$ cat src/rtl/mem_arb_pkg.sv
// mem_arb_pkg: shared state encoding, port ids and direction codes for the memory arbiter
package mem_arb_pkg;
    typedef enum logic [1:0] {IDLE, BUSY, RESP} state_t;
    localparam logic PORT_I   = 1'b0;
    localparam logic PORT_D   = 1'b1;
    localparam logic RW_READ  = 1'b1;
    localparam logic RW_WRITE = 1'b0;
endpackage

$ cat src/rtl/mem_arbiter_if.sv
// mem_arbiter_if: requester ports and shared-memory bus of the memory arbiter
interface mem_arbiter_if;
    logic        i_req;
    logic [31:0] i_address;
    logic [1:0]  i_access_size;
    logic        i_done;
    logic [31:0] i_rdata;
    logic        d_req;
    logic [31:0] d_address;
    logic [31:0] d_data_in;
    logic        d_rw;
    logic [1:0]  d_access_size;
    logic        d_done;
    logic [31:0] d_rdata;
    logic [31:0] m_address;
    logic [31:0] m_data_in;
    logic [1:0]  m_access_size;
    logic        m_rw;
    logic        m_enable;
    logic [31:0] m_data_out;
    modport slave (
        input  i_req, i_address, i_access_size, d_req, d_address, d_data_in, d_rw, d_access_size, m_data_out,
        output i_done, i_rdata, d_done, d_rdata, m_address, m_data_in, m_access_size, m_rw, m_enable
    );
    modport master (
        output i_req, i_address, i_access_size, d_req, d_address, d_data_in, d_rw, d_access_size, m_data_out,
        input  i_done, i_rdata, d_done, d_rdata, m_address, m_data_in, m_access_size, m_rw, m_enable
    );
endinterface

$ cat src/rtl/mem_arb_pick.sv
// mem_arb_pick: combinational winner select; MEM_ARBITER_RR_EN makes ties go to the port not granted last
module mem_arb_pick
    import mem_arb_pkg::*;
(
    input  logic i_req,
    input  logic d_req,
`ifdef MEM_ARBITER_RR_EN
    input  logic last,
`endif
    output logic win
);
`ifdef MEM_ARBITER_RR_EN
    always_comb win = (i_req && d_req) ? ~last : ((d_req || !i_req) ? PORT_D : PORT_I);
`else
    always_comb win = (d_req || !i_req) ? PORT_D : PORT_I;
`endif
endmodule

$ cat src/rtl/mem_arbiter.sv
// mem_arbiter: instruction/data arbiter for one shared memory, one access in flight at a time
// Define MEM_ARBITER_RR_EN for round-robin tie resolution instead of data-first priority.
module mem_arbiter
    import mem_arb_pkg::*;
#(
    parameter int unsigned LATENCY = 2
) (
    input logic          clock,
    input logic          reset_n,
    mem_arbiter_if.slave bus
);
    state_t      state, state_nx;
    logic [3:0]  cnt;
    logic        win, pick_win, rw_r, grant;
    logic [31:0] addr_r, wdata_r, i_rdata_r, d_rdata_r;
    logic [1:0]  size_r;
    assign grant = (state == IDLE) && (bus.i_req || bus.d_req);
`ifdef MEM_ARBITER_RR_EN
    logic last;
    always_ff @(posedge clock or negedge reset_n)
        if (!reset_n) last <= PORT_I;
        else if (grant) last <= pick_win;
    mem_arb_pick u_pick (.i_req(bus.i_req), .d_req(bus.d_req), .last(last), .win(pick_win));
`else
    mem_arb_pick u_pick (.i_req(bus.i_req), .d_req(bus.d_req), .win(pick_win));
`endif
    always_ff @(posedge clock or negedge reset_n)
        if (!reset_n) state <= IDLE;
        else state <= state_nx;
    always_comb begin
        state_nx     = state;
        bus.m_enable = 1'b0;
        bus.m_rw     = RW_READ;
        bus.i_done   = 1'b0;
        bus.d_done   = 1'b0;
        unique case (state)
            IDLE: state_nx = grant ? BUSY : IDLE;
            BUSY: begin
                state_nx     = (cnt == 4'd1) ? RESP : BUSY;
                bus.m_enable = 1'b1;
                bus.m_rw     = rw_r;
            end
            RESP: begin
                state_nx   = IDLE;
                bus.i_done = (win == PORT_I);
                bus.d_done = (win == PORT_D);
            end
            default: state_nx = IDLE;
        endcase
    end
    // operands are latched at grant so the memory sees them unchanged for the whole access
    always_ff @(posedge clock or negedge reset_n) begin
        if (!reset_n) begin
            cnt       <= '0;
            win       <= PORT_I;
            rw_r      <= RW_READ;
            addr_r    <= '0;
            wdata_r   <= '0;
            size_r    <= '0;
            i_rdata_r <= '0;
            d_rdata_r <= '0;
        end else if (grant) begin
            cnt     <= 4'(LATENCY);
            win     <= pick_win;
            addr_r  <= (pick_win == PORT_D) ? bus.d_address : bus.i_address;
            wdata_r <= (pick_win == PORT_D) ? bus.d_data_in : '0;
            rw_r    <= (pick_win == PORT_D) ? bus.d_rw : RW_READ;
            size_r  <= (pick_win == PORT_D) ? bus.d_access_size : bus.i_access_size;
        end else if (state == BUSY) begin
            cnt <= cnt - 4'd1;
            if (cnt == 4'd1 && rw_r == RW_READ) begin
                if (win == PORT_D) d_rdata_r <= bus.m_data_out;
                else i_rdata_r <= bus.m_data_out;
            end
        end
    end
    assign bus.m_address     = addr_r;
    assign bus.m_data_in     = wdata_r;
    assign bus.m_access_size = size_r;
    assign bus.i_rdata       = i_rdata_r;
    assign bus.d_rdata       = d_rdata_r;
endmodule

$ cat src/flat_wrapper.sv
// flat-port wrapper written by rule: the top's interface ports become plain ports
module mem_arbiter_flat import mem_arb_pkg::*;
#(
    parameter int unsigned LATENCY = 2
)
  (clock, reset_n, bus_i_req, bus_i_address, bus_i_access_size, bus_d_req, bus_d_address, bus_d_data_in, bus_d_rw, bus_d_access_size, bus_m_data_out, bus_i_done, bus_i_rdata, bus_d_done, bus_d_rdata, bus_m_address, bus_m_data_in, bus_m_access_size, bus_m_rw, bus_m_enable);
  mem_arbiter_if bus_i ();
  input logic clock;
  input logic reset_n;
  input wire logic [$bits(bus_i.i_req)-1:0] bus_i_req;
  input wire logic [$bits(bus_i.i_address)-1:0] bus_i_address;
  input wire logic [$bits(bus_i.i_access_size)-1:0] bus_i_access_size;
  input wire logic [$bits(bus_i.d_req)-1:0] bus_d_req;
  input wire logic [$bits(bus_i.d_address)-1:0] bus_d_address;
  input wire logic [$bits(bus_i.d_data_in)-1:0] bus_d_data_in;
  input wire logic [$bits(bus_i.d_rw)-1:0] bus_d_rw;
  input wire logic [$bits(bus_i.d_access_size)-1:0] bus_d_access_size;
  input wire logic [$bits(bus_i.m_data_out)-1:0] bus_m_data_out;
  output wire logic [$bits(bus_i.i_done)-1:0] bus_i_done;
  output wire logic [$bits(bus_i.i_rdata)-1:0] bus_i_rdata;
  output wire logic [$bits(bus_i.d_done)-1:0] bus_d_done;
  output wire logic [$bits(bus_i.d_rdata)-1:0] bus_d_rdata;
  output wire logic [$bits(bus_i.m_address)-1:0] bus_m_address;
  output wire logic [$bits(bus_i.m_data_in)-1:0] bus_m_data_in;
  output wire logic [$bits(bus_i.m_access_size)-1:0] bus_m_access_size;
  output wire logic [$bits(bus_i.m_rw)-1:0] bus_m_rw;
  output wire logic [$bits(bus_i.m_enable)-1:0] bus_m_enable;
  assign bus_i.i_req = bus_i_req;
  assign bus_i.i_address = bus_i_address;
  assign bus_i.i_access_size = bus_i_access_size;
  assign bus_i.d_req = bus_d_req;
  assign bus_i.d_address = bus_d_address;
  assign bus_i.d_data_in = bus_d_data_in;
  assign bus_i.d_rw = bus_d_rw;
  assign bus_i.d_access_size = bus_d_access_size;
  assign bus_i.m_data_out = bus_m_data_out;
  assign bus_i_done = bus_i.i_done;
  assign bus_i_rdata = bus_i.i_rdata;
  assign bus_d_done = bus_i.d_done;
  assign bus_d_rdata = bus_i.d_rdata;
  assign bus_m_address = bus_i.m_address;
  assign bus_m_data_in = bus_i.m_data_in;
  assign bus_m_access_size = bus_i.m_access_size;
  assign bus_m_rw = bus_i.m_rw;
  assign bus_m_enable = bus_i.m_enable;
  mem_arbiter #(.LATENCY(LATENCY)) u_core (.clock(clock), .reset_n(reset_n), .bus(bus_i));
endmodule
$ cat config.mk
export PLATFORM = sky130hd
export DESIGN_NAME = mem_arbiter_flat
export DESIGN_NICKNAME = d
export VERILOG_FILES = /design/src/rtl/mem_arb_pkg.sv /design/src/rtl/mem_arbiter_if.sv /design/src/rtl/mem_arb_pick.sv /design/src/rtl/mem_arbiter.sv /design/src/flat_wrapper.sv
export SDC_FILE = /design/constraint.sdc
export NUM_CORES = 1
export LEC_CHECK = 0
export CORE_MARGIN = 3
export CORE_UTILIZATION = 40
export CTS_BUF_LIST = sky130_fd_sc_hd__clkbuf_4
export DETAILED_ROUTE_END_ITERATION = 10
export PLACE_DENSITY = 0.89
export SYNTH_ARGS = -nofsm -noshare
export SYNTH_HDL_FRONTEND = slang
export SYNTH_HIERARCHICAL = 1
export SYNTH_SLANG_ARGS = --single-unit
export TNS_END_PERCENT = 50
$ cat constraint.sdc
create_clock -name clock -period 2 [get_ports clock]
set_input_delay 0.6 -clock clock [delete_from_list [all_inputs] [get_ports clock]]
set_output_delay 0.6 -clock clock [all_outputs]
set_load 0.005 [all_outputs]
* Yosys cells after proc, flatten, opt, wreduce, memory -nomap -nowiden
Index checks and enable logic that the tools add are counted.
** Operators by class
- Shift-type cells :: 0
- $lt $le $gt $ge :: 0
- Multiplexer cells :: 14
- Equal/unequal tests :: 3
- $mul :: 0
- Divide/modulo/power cells :: 0
- Add/subtract/negate cells :: 1
- Bitwise operators :: 2
- Reduce and logical (&&, ||, !) cells :: 9
** Operators by type and width (number)
- $mux 32 :: 2
- $mux 4 :: 2
- $reduce_and 4->1 :: 2
- $mux 1 :: 7
- $eq 4x1->1 const B :: 1
- $mux 2 :: 2
- $pmux 2 s2 :: 1
- $sub 4x1->4 const B :: 1
- $eq 2x1->1 const B :: 1
- $eq 2x2->1 const B :: 1
- $logic_and 1x1->1 :: 2
- $logic_not 2->1 :: 1
- $logic_or 1x1->1 :: 2
- $not 1->1 :: 2
- $reduce_bool 2->1 :: 1
- $logic_not 1->1 :: 1
** Storage, ports and cells
- Output and inout port bits :: 134
- Logic and storage cells :: 38
- Memories kept :: 0
- Memory bits (read-only) :: 0
- Latch bits :: 0
- Bits of input ports :: 137
- Register bits :: 138
- RAM bits :: 0

* Logic depth before layout (Yosys ltp)
Gate-level depths: netlist (run 1).
- Depth in word-level cells :: 4
- Gate-level depth with buffers :: 7
- Mapped depth without buffers :: 5

* Cells and area by module
Netlist (run 1), hierarchy kept.
** Modules (own cells, without submodules)
- mem_arbiter :: area each 5913.2 µm², cells an instance 470, instances 1
- mem_arb_pick :: area each 6.3 µm², cells an instance 1, instances 1

* Worst setup path before layout (run 1)
OpenSTA, ideal clock, no wires.
- Path kind :: reg2reg
- Start point :: reg u_core.cnt[1]
- End point :: reg u_core.d_rdata_r[10] (netlist: u_core/bus.d_rdata[10])
- Period minus slack after synthesis :: 1.729 ns
- Required time :: 1.875 ns
- Buffers on the path :: 2
- Data arrival time :: 1.604 ns
- Slack :: 0.271 ns
- Cell stages (with the launch flop) :: 8
- Path through :: dfrtp_1 > inv_1 > ha_1 > nor3b_4 > and4_1 > buf_6 > buf_12 > mux2_4
** Between the ends
- Longest elaborated chain between the ends :: 3
** RTL lines
- from (decl) :: RTL line mem_arbiter.sv:13 : logic [3:0] cnt;
- from (signal assigned) :: RTL line mem_arbiter.sv:63 : cnt <= 4'(LATENCY);
- from (signal assigned) :: RTL line mem_arbiter.sv:70 : cnt <= cnt - 4'd1;
- $eq 4x1->1 :: RTL line mem_arbiter.sv:71 : if (cnt == 4'd1 && rw_r == RW_READ) begin
- $logic_and 1x1->1 :: RTL line mem_arbiter.sv:71
- $reduce_and 4->1 (no source line)
- to (signal assigned) :: RTL line mem_arbiter.sv:72 : if (win == PORT_D) d_rdata_r <= bus.m_data_out;
- to (decl) :: RTL line mem_arbiter.sv:15 : logic [31:0] addr_r, wdata_r, i_rdata_r, d_rdata_r;
Every way passes these cells.
A chain may end at the register's enable or synchronous reset.

* Worst setup path in the final report (run 1)
- Start point :: reg u_core.state[1]
- End point :: out bus_m_rw
** Between the ends
- Longest elaborated chain between the ends :: 2
** RTL lines
- from (decl) :: RTL line mem_arbiter.sv:12 : state_t state, state_nx;
- from (signal assigned) :: RTL line mem_arbiter.sv:29 : else state <= state_nx;
- $eq 2x1->1 :: RTL line mem_arbiter.sv:36 : unique case (state)
- $mux 1 :: RTL line mem_arbiter.sv:36
- to (decl) :: RTL line flat_wrapper.sv:26 : output wire logic [$bits(bus_i.m_rw)-1:0] bus_m_rw;
Every way passes these cells.

==> metrics, run 1 <==
multiplexer share of the synthesized area around 20%; unrepaired setup endpoints after global routing true; vias per cell 5.16; MaxCap Viol Count 0; min Tclk post-route between 2 and 2.5 ns; async set-reset flop share out of synthesis 100%; most common library cells after synthesis dfrtp_1 (137), o21ai_0 (117), mux2i_1 (35); Post-Synth Adder-Cell Area 0.423%; RR Startpoint u_core/cnt[1]$_DFFE_PN0P_; Starting DRT DRC Count 203; htree depth 4; die area 16300 um^2; First-pass DRT Iterations 5; clock transition at the registers of the reported paths 0.11 ns; Hold Violations, Final 0; failing checks negative setup slack; via count 4935; Area contributors post-synth dfrtp_1 (58%), o21ai_0 (9.9%), mux2_4 (7.9%); FF-to-FF setup slack 0.15 ns; CTS Buf Count 17; worst-path fanout max 2; worst hold slack approximately 0.5 ns; Fmax 490 MHz; Peak supply drop 0.000697 V; clk_lat worst skew 0.53 ns; Die Wd 128 um; Clock Tree Buf Depth 2; met1 GRT Util 25.4%; count leader, synth dfrtp_1; global route total overflow 0; met2 GRT Util roughly 36%; Placed Cells incl. Taps 906; synth warn 6; Worst R2R Path Depth 6; Top-Level Pins about 270; Cell Area, Synth 5920 um^2; Slew Viols, Final 0; die height 128 um; Worst Clk Skew 0.0196 ns; fin nets 900; # setup viols final 2; outcome finished with violations; Yosys top cell area share 57.9%; worst reg2reg endpoint u_core/bus.d_rdata[16]$_DFFE_PN0P_; Slew HR 60.4%; Worst Setup Path Type flip-flop to primary output; CP startpoint kind flip-flop; setup_tns -0.0777 ns; dpl ws -0.228 ns; Syn-to-layout area delta 53.7%; Pwr Total approximately 11 mW; clock sinks 138; EDFF count, synth 0; Primary FF master, synth dfrtp_1; syn_nets 610; share of cells above drive strength 1 15.4%; dpl hpwl 12600 um; CP endpoint kind primary output; I/O Buffers 270; CTS tree built; crit path from u_core/state[1]$_DFF_PN0_; P_leak roughly 4.4 nW; syn avg cell area 12.6 um^2; Syn Inst Count 471; most used routing layer met2; Initial Utilization 41.8%; std cell rows 43; Final Wtd Congestion 0.837; core area ~14000 um^2; PnR worst setup slack -0.0392 ns; Setup crit end bus_m_rw; number of global-route vias before repair roughly 5500; initial antenna violation count 2; first-pass GRT wire length 27800 um; grt met3 use 7.42%; sequential share of the synthesized area 58.4%; drt wl/cell 17.7 um; CTS Root Cell clkbuf_4; largest family of logic cells by synthesized area multiplexers; DRC violations left 0; Worst-Margin Slew about 0.59 ns; Yosys top cell by area dfrtp_1; total wire length roughly 17000 um; largest net degree at the start of global routing 70; FILL cells 1086; final non-filler cell total 956; synthesized flop and latch total 138; Critical Path AT approximately 1.4 ns; Synth cell types 33; Tcrit/Tclk final 102%; compound-cell area share of the yosys netlist 12.0%; xor and xnor area share after synthesis 0%; worst hold path type input port to asynchronous set/reset pin; PwrDens around 1300 nW/um^2; Simple-Gate Fraction of Synth Area 4.57%; post-route ant nets 0; CP Data Required Time 1.40 ns; Total GRT Usage roughly 22%
[cells by family (layout without fill, tap and decap cells)]
family,count (synthesis),in the layout
buffers and inverters,40,343
other,0,2
AOI/OAI and AO/OA,140,140
DFF,138,138
and+or+nand+nor,51,51
muxes,100,100
adders and majority gates,2,2
[per-stage QoR]
stage	area [um^2]	utilization [%]
6_report	9100	64.3
5_1_grt	9100	64.3
4_1_cts	9090	64.3
3_5_place_dp	8870	62.7
3_3_place_gp	8870	62.7
2_1_floorplan	5920	-
[area by class of cell]
class | count | area [um^2] | share of cell area (%)
multi-input combinational | 293 | 2230 | 24.5
timing repair buffer | 309 | 2910 | 32.0
clock inverter | 13 | 128 | 1.40
inverter | 2 | 7.51 | 0.0825
antenna | 2 | 5.00 | 0.0550
clock buffer | 19 | 143 | 1.57
sequential | 138 | 3450 | 38.0
tap | 180 | 225 | 2.47
[worst max-delay path, stage by stage (launching register included)]
cell and delay (ns):
dfrtp_1 0.41, nor2b_2 0.12, or2b_1 0.25, buf_6 0.13
[power by group]
part / switching (mW) / internal, mW
sequential: 0.755 / 4.15
clock: 0.994 / 0.757
combinational: 1.94 / 2.82
[worst min path at each step]
stage | startpoint | end | slack (ns) | cells after the start
CTS | reset_n | u_core/bus.d_rdata[26]$_DFFE_PN0P_ | 0.46 | 2
global route | reset_n | u_core/bus.d_rdata[26]$_DFFE_PN0P_ | 0.44 | 2
detailed placement | u_core/bus.i_rdata[17]$_DFFE_PN0P_ | u_core/bus.i_rdata[17]$_DFFE_PN0P_ | 0.48 | 1
finish | reset_n | u_core/bus.d_rdata[26]$_DFFE_PN0P_ | 0.50 | 2
floorplan | reset_n | u_core/bus.d_rdata[0]$_DFFE_PN0P_ | 0.30 | 0
global placement | u_core/bus.i_rdata[13]$_DFFE_PN0P_ | u_core/bus.i_rdata[13]$_DFFE_PN0P_ | 0.47 | 1
[routing by layer]
metal	vias to the layer above	routed length (um)	part of all wire (%)
met4	2	401	2.4
met5	-	9	0.053
li1	2242	-	-
met3	39	1520	9.0
met1	2393	6530	39
met2	259	8430	50
[registers in the layout, indices dropped and copies added (netlist names)]
name                      flops
u_core/rw_r                   1
u_core/bus.m_access_size      2
u_core/bus.m_data_in         32
u_core/bus.i_rdata           32
u_core/bus.d_rdata           32
u_core/bus.m_address         32
u_core/win                    1
u_core/state                  2
u_core/cnt                    4
[repair_timing]
action | CTS | global route
buffers inserted | 15 | 0
endpoints found under the setup margin | 134 | 4
hold buffers | 1 | 0
gates resized for setup | 148 | 1
endpoints found under the hold margin | 26 | 0
[cell usage in the layout (no fill, tap or decap), types with 2 or more instances in the layout]
cell	instances
mux2_1	30
inv_1	2
buf_2	3
mux2i_1	35
buf_12	7
buf_4	31
clkinv_2	3
mux2_2	4
bufinv_16	2
ha_1	2
dfrtp_1	137
buf_6	2
o21ai_1	20
nor3_1	2
clkinvlp_4	2
dlygate4sd2_1	130
clkinv_1	3
o21ai_0	117
mux2_4	31
clkinv_4	2
nand2_1	34
clkbuf_4	19
diode_2	2
clkdlybuf4s50_1	135
Note: power is estimated with default switching activity, not from simulation.
==> run 2: changes to the inputs <==
CORE_MARGIN = 1   (was 3)
CORE_UTILIZATION = 43   (was 40)
PLACE_DENSITY = 0.94   (was 0.89)
==> metrics, run 2 (synthesis gave the netlist of run 1 again) <==
worst hold path type flip-flop to flip-flop; Clock Tree Buf Depth 2; Initial Utilization approximately 44%; outcome finished with violations; unrepaired setup endpoints after global routing true; # setup viols final 1; die height 119 um; Tcrit/Tclk final 103%; most common cell after layout, fill and taps aside dfrtp_1; Syn-to-layout area delta 55.5%; clock sinks around 140; first-pass GRT wire length 26300 um; Total GRT Usage 24.0%; std cell rows 42; WHS Path Cells 1; Pwr Total 11.7 mW; Die Wd 119 um; clk_lat worst skew 0.54 ns; CP endpoint kind primary output; PnR worst setup slack -0.0564 ns; global route total overflow 0; Placed Cells incl. Taps 905; Top-Level Pins 271; CP startpoint kind flip-flop; die area between 10000 and 15000 um^2; most frequent cells in the layout dfrtp_1 (137), clkdlybuf4s50_1 (135), dlygate4sd2_1 (130); Slew HR 72.4%; clock transition at the registers of the reported paths 0.12 ns; Fmax around 490 MHz; vias per cell 5.12; total wire length approximately 17000 um; share of cells above drive strength 1 16.1%; area of the multi-input gates 2220 um^2; core area 13300 um^2; P_leak 4.47 nW; failing checks negative setup slack; First-pass DRT Iterations 4; largest net degree at the start of global routing 57; number of global-route vias before repair 5222; Critical Path AT 1.46 ns; DRC violations left 0; FF-to-FF setup slack approximately 0.18 ns; RR Startpoint u_core/cnt[1]$_DFFE_PN0P_; worst-path fanout max 2; final non-filler cell total 959; Worst R2R Path Depth 6; via count about 5000; placed inst area approximately 8900 um^2; CTS tree built; storage element area between 3000 and 4000 um^2; initial antenna violation count 1; CP Cell Sequence nor2b_1, or2b_1, buf_6; Final Wtd Congestion 0.804; PwrDens ~1300 nW/um^2; drt wl/cell 17.4 um; fin nets ~910; Worst Setup Path Type flip-flop to primary output; dpl hpwl 12100 um; Peak supply drop 0.000594 V; worst hold slack about 0.5 ns; Worst path slowest cell dfrtp_1; dpl ws -0.0628 ns; post-route ant nets 0; htree depth 4; Worst-Margin Slew between 0.4 and 0.5 ns; CTS Root Cell clkbuf_4; min Tclk post-route 2.06 ns; FILL cells 983; hold path startpoint u_core/bus.i_rdata[27]$_DFFE_PN0P_; hold endpoint u_core/bus.i_rdata[27]$_DFFE_PN0P_; Slew Viols, Final 0; CTS Buf Count 17; Finished Cell Area 9210 um^2; worst reg2reg endpoint u_core/bus.d_rdata[13]$_DFFE_PN0P_; Critical Path Max Stage Delay 0.38 ns; Worst Clk Skew ~0.02 ns; Hold Violations, Final 0; MaxCap Viol Count 0; I/O Buffers 270; Starting DRT DRC Count ~390; CP Data Required Time 1.40 ns
## run 2: what timing repair did
| action | CTS | global route |
|---|---|---|
| hold buffers | 1 | 0 |
| pin swaps | 1 | 0 |
| resized for setup | 150 | 2 |
| endpoints found under the setup margin | 134 | 4 |
| setup buffers | 19 | 0 |
| endpoints found under the hold margin | 36 | 0 |
## run 2: cell type report
type / instances / share of cell area (%)
clock inverter: 15 / 1.89
sequential: 138 / 37.5
antenna: 2 / 0.0544
inverter: 2 / 0.0816
multi-input combinational: 293 / 24.2
clock buffer: 17 / 1.39
timing repair buffer: 316 / 32.5
tap: 176 / 2.39
## run 2: routing by layer
| metal | global-route usage [%] | vias to the layer above | share of wire (%) |
|---|---|---|---|
| li1 | - | 2252 | - |
| met1 | 28.4 | 2395 | 41 |
| met2 | 41.8 | 234 | 50 |
| met3 | 5.60 | 29 | 6.6 |
| met4 | 10.2 | 0 | 2.3 |
| met5 | 0 | - | 0 |
## run 2: worst max-delay path: cells and delay by family, from the launching register on
kind	cells	cell delay [ns]
simple gates	2	0.42
buf+inv	1	0.13
flops	1	0.38
## run 2: power breakdown
part | internal [mW] | switching (mW)
combinational | 2.89 | 1.93
sequential | 4.15 | 0.782
clock | 0.865 | 1.06
## run 2: metrics by stage
step / utilization (%) / TNS (ns)
final: 69.0 / -0.0564
after CTS: 68.9 / -0.161
after floorplan: - / 0
after global routing: 68.9 / -0.273
after detailed placement: 66.7 / -0.494
after global placement: 66.7 / 0
## run 2: how the worst max path moves through the flow
stage                         startpoint                                    to  slack [ns]  cells after the start
2_1_floorplan  u_core/cnt[1]$_DFFE_PN0P_    u_core/bus.d_rdata[10]$_DFFE_PN0P_        0.27                      7
3_3_place_gp                   bus_d_req  u_core/bus.m_address[23]$_DFFE_PN0P_        0.02                      5
3_5_place_dp                   bus_d_req   u_core/bus.m_data_in[4]$_DFFE_PN0P_       -0.06                      6
4_1_cts        u_core/state[1]$_DFF_PN0_                              bus_m_rw       -0.11                      3
5_1_grt        u_core/state[1]$_DFF_PN0_                              bus_m_rw       -0.14                      3
6_report       u_core/state[0]$_DFF_PN0_                              bus_m_rw       -0.06                      3
==> run 3: changes to the inputs <==
CORE_MARGIN = 3   (was 1)
==> metrics, run 3 (synthesis gave the netlist of run 1 again) <==
Starting DRT DRC Count ~370; htree depth 4; storage element area 3450 um^2; Syn-to-layout area delta 55.9%; MaxCap Viol Count 0; WHS Path Cells 1; min Tclk post-route 2.06 ns; Fmax 486 MHz; Final Wtd Congestion 0.754; worst reg2reg endpoint u_core/bus.m_address[4]$_DFFE_PN0P_; share of cells above drive strength 1 16.9%; Initial Utilization 44.3%; FILL cells 1001; Worst R2R Path Depth 6; placed inst area just under 9000 um^2; unrepaired setup endpoints after global routing true; Sw Share roughly a third; PwrDens 1300 nW/um^2; Gate power share 41.1%; most frequent cells in the layout dfrtp_1 (137), clkdlybuf4s50_1 (135), dlygate4sd2_1 (130); Die Wd around 120 um; Top-Level Pins 271; post-route ant nets 0; Peak supply drop 0.000573 V; Tcrit/Tclk final 103%; outcome finished with violations; drt wl/cell about 19 um; die height between 100 and 150 um; CP startpoint kind flip-flop; First-pass DRT Iterations 7; CTS tree built; die area 15200 um^2; largest net degree at the start of global routing 63; Total GRT Usage 23.2%; most common cell after layout, fill and taps aside dfrtp_1; worst hold path type flip-flop to flip-flop; CTS Root Cell clkbuf_4; Flop pwr share 41.0%; dpl ws -0.136 ns; # setup viols final 2; via count 4998; failing checks negative setup slack; PnR worst setup slack -0.0584 ns; switching pwr 3.78 mW; Finished Cell Area 9230 um^2; Worst Setup Path Type flip-flop to primary output; CP endpoint kind primary output; FF-to-FF setup slack about 0.01 ns; RR Startpoint u_core/state[0]$_DFF_PN0_; I/O Buffers between 200 and 300; CP Data Required Time 1.40 ns; fin nets 911; Worst Clk Skew 0.0157 ns; Slew HR 63.4%; global route total overflow 0; Critical Path AT 1.46 ns; clock sinks 138; Worst-Margin Slew approximately 0.55 ns; Slew Viols, Final 0; post-layout util 69.1%; setup_tns -0.0878 ns; Clock Power Share 17.9%; dpl hpwl approximately 13000 um; vias per cell 5.20; Clock Tree Buf Depth 2; clk_lat worst skew 0.54 ns; std cell rows 42; worst-path fanout max 6; first-pass GRT wire length 27000 um; DRC violations left 0; number of global-route vias before repair 5204; hold endpoint u_core/bus.i_rdata[22]$_DFFE_PN0P_; clock transition at the registers of the reported paths 0.11 ns; area of the multi-input gates 2230 um^2; CTS Buf Count 17; Hold Violations, Final 0; Pint 8.19 mW; P_leak 4.50 nW; initial antenna violation count 1; core area between 10000 and 15000 um^2; total wire length 17900 um; hold path startpoint u_core/bus.i_rdata[22]$_DFFE_PN0P_
## run 3: cell types whose count changed in the layout (fill, tap and decap cells not counted), sizes merged
cell      previous run  this run
clkinvlp             3         2
bufinv               3         5
diode                2         1
inv                  4         3
clkinv               7         5
buf                 50        54
clkbuf              17        19
## run 3: area by class of cell
class                      instances  share of cell area [%]
timing repair buffer             320                    32.2
multi-input combinational        293                    24.1
sequential                       138                    37.4
clock inverter                    13                    2.16
inverter                           2                  0.0813
clock buffer                      19                    1.55
antenna                            1                  0.0271
tap                              176                    2.39
## run 3: power groups by stage
stage | sequential [mW] | combinational (mW) | clock [mW]
final | 4.90 | 4.92 | 2.14
after global routing | 5.07 | 5.35 | 2.30
after global placement | 4.90 | 5.28 | 0
after CTS | 4.89 | 4.97 | 2.18
after detailed placement | 5.01 | 5.53 | 0
after floorplan | 4.98 | 1.82 | 0
## run 3: worst max-delay path, cell delays in order, from the launching register on
cell and delay (ns):
dfrtp_1 0.40, buf_4 0.16, and3b_2 0.24, buf_6 0.12
## run 3: through the flow
stage	hold slack [ns]	total power [mW]	instances
after floorplan	0.304	6.81	471
after global placement	0.472	10.2	905
after CTS	0.499	12.0	961
after global routing	0.525	12.7	962
after detailed placement	0.481	10.5	905
final	0.501	12.0	962
## run 3: timing repair
item / in CTS / in global routing
setup endpoints to repair: 134 / 69
resized for setup: 148 / 3
hold endpoints to repair: 43 / 0
pin swaps: 1 / 0
buffers inserted: 23 / 0
hold buffers: 1 / 0
## run 3: worst max path at each step
stage	from	end	slack, ns	depth (start not counted)
detailed placement	bus_i_req	u_core/bus.m_data_in[5]$_DFFE_PN0P_	-0.14	5
global placement	bus_i_req	u_core/bus.m_address[19]$_DFFE_PN0P_	-0.05	5
finish	u_core/state[1]$_DFF_PN0_	bus_d_done	-0.06	3
global route	u_core/state[1]$_DFF_PN0_	bus_m_rw	-0.16	3
floorplan	u_core/cnt[1]$_DFFE_PN0P_	u_core/bus.d_rdata[10]$_DFFE_PN0P_	0.27	7
CTS	u_core/state[1]$_DFF_PN0_	bus_m_rw	-0.12	3
## run 3: metal layers
metal / track usage (%) / share of wire (%) / up-vias
met4: 10.9 / 3.1 / 0
met1: 27.1 / 39 / 2406
li1: - / - / 2262
met5: 0 / 0 / -
met2: 39.0 / 49 / 287
met3: 7.27 / 9.1 / 43
